$ cat config.mk
export PLATFORM = sky130hd
export DESIGN_NAME = cr16_datapath_sequencer
export DESIGN_NICKNAME = d
export VERILOG_FILES = /design/src/rtl/cr16_datapath_sequencer.sv
export SDC_FILE = /design/constraint.sdc
export NUM_CORES = 1
export LEC_CHECK = 0
export BUFFER_PORTS_ARGS = -buffer_cell sky130_fd_sc_hd__buf_2
export CAP_MARGIN = 20
export CORE_MARGIN = 1
export CORE_UTILIZATION = 56
export CTS_BUF_LIST = sky130_fd_sc_hd__clkbuf_8
export DETAILED_ROUTE_END_ITERATION = 8
export GPL_TIMING_DRIVEN = 0
export PLACE_DENSITY = 0.82
export SYNTH_ARGS = -nofsm -noshare
export SYNTH_HDL_FRONTEND = slang
export SYNTH_SLANG_ARGS = --single-unit
$ cat constraint.sdc
create_clock -name I_CLK -period 4.15 [get_ports I_CLK]
set_input_delay 0.6225 -clock I_CLK [delete_from_list [all_inputs] [get_ports I_CLK]]
set_output_delay 0.6225 -clock I_CLK [all_outputs]
set_load 0.005 [all_outputs]
$ cat src/rtl/cr16_datapath_sequencer.sv
// Purpose: sequences a CR16-style register-file datapath to fill r0..r(count-1)
//          with Fibonacci, arithmetic or doubling series using ADD writes.
// Latency: free-run O_DONE is high count+2 cycles after START is sampled.
//          Step mode waits for I_ADVANCE before each write.
// Ports:   I_CLK/I_NRESET; run control I_START, I_MODE, I_SEED_A/B, I_COUNT,
//          I_STEP, I_HALT_ON_OVF, I_ADVANCE; ALU carry I_CARRY_FLAG in;
//          O_REG_ENABLE, O_READ_A/B_SEL, O_IMMEDIATE, O_IMM_SEL, O_OPCODE and
//          O_DP_NRESET drive the datapath; O_BUSY/O_DONE/O_OVERFLOW/O_INDEX
//          report status. Every output comes from a flop.
module cr16_datapath_sequencer #(
  parameter int NUM_REGS   = 16,
  parameter int DATA_WIDTH = 16
) (
  input  logic                  I_CLK,
  input  logic                  I_NRESET,
  input  logic                  I_START,
  input  logic [1:0]            I_MODE,
  input  logic [DATA_WIDTH-1:0] I_SEED_A,
  input  logic [DATA_WIDTH-1:0] I_SEED_B,
  input  logic [4:0]            I_COUNT,
  input  logic                  I_STEP,
  input  logic                  I_HALT_ON_OVF,
  input  logic                  I_ADVANCE,
  input  logic                  I_CARRY_FLAG,
  output logic [NUM_REGS-1:0]   O_REG_ENABLE,
  output logic [3:0]            O_READ_A_SEL,
  output logic [3:0]            O_READ_B_SEL,
  output logic [DATA_WIDTH-1:0] O_IMMEDIATE,
  output logic                  O_IMM_SEL,
  output logic [3:0]            O_OPCODE,
  output logic                  O_DP_NRESET,
  output logic                  O_BUSY,
  output logic                  O_DONE,
  output logic                  O_OVERFLOW,
  output logic [3:0]            O_INDEX
);

  typedef enum logic [2:0] {
    S_IDLE, S_CLEAR, S_SEED0, S_SEED1, S_COMPUTE, S_DONE
  } state_t;

  localparam logic [1:0] MODE_FIB   = 2'd0;
  localparam logic [1:0] MODE_ARITH = 2'd1;
  localparam logic [1:0] MODE_DBL   = 2'd2;
  localparam logic [3:0] OP_ADD     = 4'd1;

  // Control state
  state_t                state_q, state_d;
  logic                  wr_phase_q, wr_phase_d;   // 0 = WAIT, 1 = WRITE
  logic [3:0]            idx_q, idx_d;
  logic [1:0]            mode_q, mode_d;
  logic [DATA_WIDTH-1:0] seed_a_q, seed_a_d, seed_b_q, seed_b_d;
  logic                  step_q, step_d, halt_q, halt_d;
  logic [4:0]            count_q, count_d;
  logic                  overflow_q, overflow_d;

  // Output flops
  logic [NUM_REGS-1:0]   reg_enable_q, reg_enable_d;
  logic [3:0]            read_a_sel_q, read_a_sel_d, read_b_sel_q, read_b_sel_d;
  logic [DATA_WIDTH-1:0] immediate_q, immediate_d;
  logic                  imm_sel_q, imm_sel_d;
  logic [3:0]            opcode_q, opcode_d;
  logic                  dp_nreset_q, dp_nreset_d;
  logic                  busy_q, busy_d, done_q, done_d;
  logic [3:0]            index_q, index_d;

  logic                  is_write_q, is_write_d;

  assign is_write_q = (state_q == S_SEED0) || (state_q == S_SEED1) || (state_q == S_COMPUTE);
  assign is_write_d = (state_d == S_SEED0) || (state_d == S_SEED1) || (state_d == S_COMPUTE);

  // Next-state logic
  always_comb begin
    state_d    = state_q;
    wr_phase_d = wr_phase_q;
    idx_d      = idx_q;
    mode_d     = mode_q;
    seed_a_d   = seed_a_q;
    seed_b_d   = seed_b_q;
    step_d     = step_q;
    halt_d     = halt_q;
    count_d    = count_q;
    overflow_d = overflow_q;
    case (state_q)
      S_IDLE: begin
        if (I_START) begin
          state_d    = S_CLEAR;
          mode_d     = (I_MODE == 2'd3) ? MODE_FIB : I_MODE;
          seed_a_d   = I_SEED_A;
          seed_b_d   = I_SEED_B;
          step_d     = I_STEP;
          halt_d     = I_HALT_ON_OVF;
          overflow_d = 1'b0;
          if (I_COUNT < 5'd2)                 count_d = 5'd2;
          else if (I_COUNT > 5'(NUM_REGS))    count_d = 5'(NUM_REGS);
          else                                count_d = I_COUNT;
        end
      end
      S_CLEAR: begin
        state_d    = S_SEED0;
        idx_d      = 4'd0;
        wr_phase_d = !step_q;
      end
      S_SEED0, S_SEED1, S_COMPUTE: begin
        if (!wr_phase_q) begin
          if (I_ADVANCE) wr_phase_d = 1'b1;
        end else begin
          // Carry belongs to the write completing on this edge.
          wr_phase_d = !step_q;
          if (I_CARRY_FLAG) overflow_d = 1'b1;
          if (I_CARRY_FLAG && halt_q) begin
            state_d = S_DONE;
          end else if (state_q == S_SEED0) begin
            state_d = S_SEED1;
            idx_d   = 4'd1;
          end else if (({1'b0, idx_q} + 5'd1) == count_q) begin
            state_d = S_DONE;
          end else begin
            state_d = S_COMPUTE;
            idx_d   = idx_q + 4'd1;
          end
        end
      end
      S_DONE:  state_d = S_IDLE;
      default: state_d = S_IDLE;
    endcase
  end

  // Outputs decoded from the next state so they appear in the same cycle as
  // the state they describe, straight from flops.
  always_comb begin
    reg_enable_d = '0;
    read_a_sel_d = 4'd0;
    read_b_sel_d = 4'd0;
    immediate_d  = '0;
    imm_sel_d    = 1'b0;
    opcode_d     = 4'd0;
    dp_nreset_d  = 1'b1;
    busy_d       = 1'b0;
    done_d       = 1'b0;
    index_d      = 4'd0;
    if (state_d == S_CLEAR) begin
      busy_d      = 1'b1;
      dp_nreset_d = 1'b0;
    end else if (state_d == S_DONE) begin
      busy_d = 1'b1;
      done_d = 1'b1;
    end else if (is_write_d) begin
      busy_d   = 1'b1;
      opcode_d = OP_ADD;
      index_d  = idx_d;
      if (wr_phase_d) reg_enable_d = NUM_REGS'(1) << idx_d;
      if (state_d == S_SEED0) begin
        imm_sel_d   = 1'b1;
        immediate_d = seed_a_d;
      end else if (state_d == S_SEED1) begin
        if (mode_d == MODE_ARITH) begin
          imm_sel_d   = 1'b1;
          immediate_d = seed_b_d;
        end else if (mode_d != MODE_DBL) begin
          // r1 still reads 0 after CLEAR, so r1 = SEED_B.
          read_a_sel_d = 4'd1;
          imm_sel_d    = 1'b1;
          immediate_d  = seed_b_d;
        end
      end else begin
        if (mode_d == MODE_ARITH) begin
          read_a_sel_d = idx_d - 4'd1;
          imm_sel_d    = 1'b1;
          immediate_d  = seed_b_d;
        end else if (mode_d == MODE_DBL) begin
          read_a_sel_d = idx_d - 4'd1;
          read_b_sel_d = idx_d - 4'd1;
        end else begin
          read_a_sel_d = idx_d - 4'd2;
          read_b_sel_d = idx_d - 4'd1;
        end
      end
    end
  end

  always_ff @(posedge I_CLK or negedge I_NRESET) begin
    if (!I_NRESET) begin
      state_q      <= S_IDLE;
      wr_phase_q   <= 1'b0;
      idx_q        <= 4'd0;
      mode_q       <= 2'd0;
      seed_a_q     <= '0;
      seed_b_q     <= '0;
      step_q       <= 1'b0;
      halt_q       <= 1'b0;
      count_q      <= 5'd2;
      overflow_q   <= 1'b0;
      reg_enable_q <= '0;
      read_a_sel_q <= 4'd0;
      read_b_sel_q <= 4'd0;
      immediate_q  <= '0;
      imm_sel_q    <= 1'b0;
      opcode_q     <= 4'd0;
      dp_nreset_q  <= 1'b0;   // datapath held in reset alongside us
      busy_q       <= 1'b0;
      done_q       <= 1'b0;
      index_q      <= 4'd0;
    end else begin
      state_q      <= state_d;
      wr_phase_q   <= wr_phase_d;
      idx_q        <= idx_d;
      mode_q       <= mode_d;
      seed_a_q     <= seed_a_d;
      seed_b_q     <= seed_b_d;
      step_q       <= step_d;
      halt_q       <= halt_d;
      count_q      <= count_d;
      overflow_q   <= overflow_d;
      reg_enable_q <= reg_enable_d;
      read_a_sel_q <= read_a_sel_d;
      read_b_sel_q <= read_b_sel_d;
      immediate_q  <= immediate_d;
      imm_sel_q    <= imm_sel_d;
      opcode_q     <= opcode_d;
      dp_nreset_q  <= dp_nreset_d;
      busy_q       <= busy_d;
      done_q       <= done_d;
      index_q      <= index_d;
    end
  end

  assign O_REG_ENABLE = reg_enable_q;
  assign O_READ_A_SEL = read_a_sel_q;
  assign O_READ_B_SEL = read_b_sel_q;
  assign O_IMMEDIATE  = immediate_q;
  assign O_IMM_SEL    = imm_sel_q;
  assign O_OPCODE     = opcode_q;
  assign O_DP_NRESET  = dp_nreset_q;
  assign O_BUSY       = busy_q;
  assign O_DONE       = done_q;
  assign O_OVERFLOW   = overflow_q;
  assign O_INDEX      = index_q;

  // is_write_q documents the current-state decode used by the phase logic.
  logic unused_ok;
  assign unused_ok = is_write_q;

endmodule

==> flow_metrics.tcl <==
set metrics [dict create \
    finClkSkew_ps 12.92 \
    crit_path_start_kind "flop" \
    synth-edff-count 0 \
    synth.distinct_cells 51 \
    setup_tns_ps 0 \
    final_nets 616 \
    synth_top_flop_cell "dfrtp_1" \
    powerDensity_nw_per_um2 737.7 \
    grt_pass1_vias 3281 \
    hold_ws_ps 223.6 \
    drc 0 \
    fmaxAchievable_mhz 271.1 \
    hold_viol_final 0 \
    cts_buffer_depth 2 \
    dp_hpwl_um 6532 \
    area_growth_pct 19.77 \
    cts_root_buffer "clkbuf_8" \
    rows 31 \
    r2r-end "O_IMMEDIATE[12]$_DFF_PN0_" \
    clock_sinks 99 \
    cpMostUsedCell "clkbuf_1" \
    r2r_slack_ps 460 \
    slew_viol_final 0 \
    drv_cap 0 \
    n_antenna_cell 0 \
    syn_area_per_cell_um2 9.590 \
    synthCells 450 \
    crit_required_ps 4380 \
    hp-class "input pin to async pin" \
    seq_area_frac_synth_pct 57.44 \
    ios 99 \
    final_common_cell "nand2_1" \
    first_pass_iters 4 \
    fin_area_um2 5169 \
    track_usage_pct 24.54 \
    core_area_um2 7370 \
    reg2reg_from "state_q[2]$_DFF_PN0_" \
    overflow 0 \
    place.gp.congestion 0.9047 \
    die_w_um 89.79 \
    p_total_mw 3.813 \
    critPathSlowestCell "nor4_1" \
    drt-total-wl_um 9411 \
    ant_nets 0 \
    status "finished, final reports clean" \
    netlist_area_um2 4315 \
    crit_chain "clkbuf_1 > nor4_1 > clkinv_1 > clkbuf_1 > nand2_1 > and2_1 > inv_1 > ha_1 > o21ai_1 > clkbuf_1 > nand2b_1 > a21oi_1" \
    final_cell_mix "nand2_1, dfrtp_1, buf_2" \
    cts_tree "done" \
    vias 3449 \
    hold_buffers 0 \
    crit_fanout 10 \
    crit_path_end_kind "flop" \
    grt_max_degree 61 \
    grt_pass1_wl_um 15510 \
    via_per_inst 5.202 \
    dieArea_um2 8061 \
    cts_buffers 9 \
    cts-htree-levels 3 \
    crit_type "flop to flop" \
    layout-drive-gt1-share_pct 21.45 \
    vdd_ir_drop_max_mv 0.3303 \
    setup_viol 0 \
    synth-seq-cells 99 \
    max_slew_margin_pct 51.23 \
    wl_per_cell_um 14.19 \
    async_reset_ff_share_pct 100.0 \
    cp_data_arrival_time_ps 3920 \
    ys_warn_count 0 \
    start_util_pct 58.56 \
    crit_path_start "state_q[2]$_DFF_PN0_" \
    rsz0062_at_grt "false" \
    portBuffers 95 \
    min_period_over_period_pct 88.87 \
    clock_latency_ps 360 \
    placed_area_um2 4952 \
    p_leak_nw 2.757 \
    ff2ff_path_depth 12 \
    fp.dieH_um 89.79 \
    drt-initial-drc-count 145 \
    antenna_found_initial 0 \
    finalCriticalPeriod_ps 3688 \
    max_stage_delay_ps 490 \
    worstMarginPinSlew_ps 731.5 \
    clk_pin_slew_ps 90 \
]
## per-stage QoR
step	utilization (%)	setup WS [ps]	std cells
after floorplan	-	1014	452
after global placement	66.79	50.24	646
after detailed placement	67.20	36.97	647
after CTS	70.14	242.3	663
after global routing	70.14	158.5	663
final	70.14	461.7	663
## critical path: cells and delay by family, from the launching register on
kind / cells / cell delay [ps]
flip-flops: 1 / 370
AND/OR/NAND/NOR: 4 / 980
buffers and inverters: 5 / 1350
adder cells (fa/ha/maj): 1 / 300
AO/OA/AOI/OAI: 2 / 550
## per-layer routing
| metal | vias up | part of all wire, % | GRT usage (%) |
|---|---|---|---|
| met5 | - | 0 | 0 |
| met4 | 0 | 1.3 | 9.153 |
| met3 | 12 | 6.2 | 4.822 |
| met2 | 132 | 47 | 37.50 |
| met1 | 1641 | 46 | 35.09 |
| li1 | 1664 | - | - |
## synthesized netlist by cell type (all sizes together), types with 2 or more instances
| cell | n | area (µm²) |
|---|---|---|
| nor3 | 5 | 25.02 |
| nand4 | 2 | 12.51 |
| nor4 | 2 | 12.51 |
| o311ai | 2 | 17.52 |
| nand3b | 2 | 15.01 |
| o22a | 2 | 17.52 |
| buf | 9 | 57.55 |
| a211oi | 2 | 15.01 |
| nand2 | 131 | 494.2 |
| a31oi | 4 | 25.02 |
| nand2b | 34 | 212.7 |
| nor2b | 4 | 25.02 |
| inv | 13 | 48.80 |
| a21o | 3 | 22.52 |
| mux2i | 2 | 20.02 |
| nand4b | 2 | 17.52 |
| a22oi | 2 | 15.01 |
| and2 | 3 | 18.77 |
| xor2 | 2 | 17.52 |
| nor2 | 33 | 123.9 |
| xnor2 | 6 | 52.55 |
| a211o | 2 | 17.52 |
| nand3 | 7 | 35.03 |
| ha | 11 | 137.6 |
| o21ai | 10 | 50.05 |
| a21oi | 22 | 113.9 |
| clkbuf | 15 | 56.30 |
| dfrtp | 98 | 2452 |
| o31ai | 4 | 30.03 |
## timing repair
item / in CTS / in global routing
setup endpoints to repair: 0 / 10
buffers inserted: 0 / 0
hold endpoints to repair: 0 / 0
resized for setup: 0 / 1
## state kept, by name (all words and copies together), names as in the netlist, 3 cells and up
register      flops
O_REG_ENABLE     16
O_INDEX           4
seed_a_q         16
seed_b_q         16
O_READ_A_SEL      4
idx_q             4
count_q           5
O_IMMEDIATE      16
state_q           3
O_READ_B_SEL      4
## kinds of logic (layout without fill, tap and decap cells)
| logic type | after synthesis | after routing | synth area share (%) |
|---|---|---|---|
| multiplexers | 2 | 2 | 0.4639 |
| AO/OA/AOI/OAI | 62 | 62 | 9.365 |
| flip-flops | 99 | 99 | 57.44 |
| AND/OR/NAND/NOR | 228 | 228 | 23.46 |
| buffers and inverters | 38 | 150 | 3.856 |
| other | 1 | 3 | 0.08690 |
| XOR/XNOR | 9 | 9 | 2.146 |
| adder cells (fa/ha/maj) | 11 | 11 | 3.189 |
## area by class of cell
class	count	area, µm²
plain buffers	24	113.9
clock buffers	9	123.9
clock inverters	7	92.59
fillers	574	2201
inverters	14	52.55
multi-input cells	315	1678
flip-flops and latches	99	2479
well taps	99	123.9
repair buffers	96	505.5
## how the worst max path moves through the flow
| stage | end | slack, ps | cells past startpoint |
|---|---|---|---|
| 2_1_floorplan | O_READ_A_SEL[3]$_DFF_PN0_ | 1010 | 13 |
| 3_3_place_gp | O_IMMEDIATE[0]$_DFF_PN0_ | 50 | 13 |
| 3_5_place_dp | O_IMMEDIATE[12]$_DFF_PN0_ | 40 | 13 |
| 4_1_cts | O_IMMEDIATE[12]$_DFF_PN0_ | 240 | 12 |
| 5_1_grt | O_IMMEDIATE[12]$_DFF_PN0_ | 160 | 12 |
| 6_report | O_IMMEDIATE[12]$_DFF_PN0_ | 460 | 12 |
## power by group
part	switching, mW	leakage, nW	internal (mW)	total [mW]
clock network	0.333	0.112	0.339	0.672
logic	1.09	1.35	0.656	1.74
registers	0.123	1.29	1.27	1.40
total	1.54	2.76	2.27	3.81
No activity file was read; power rests on OpenSTA's default activity.
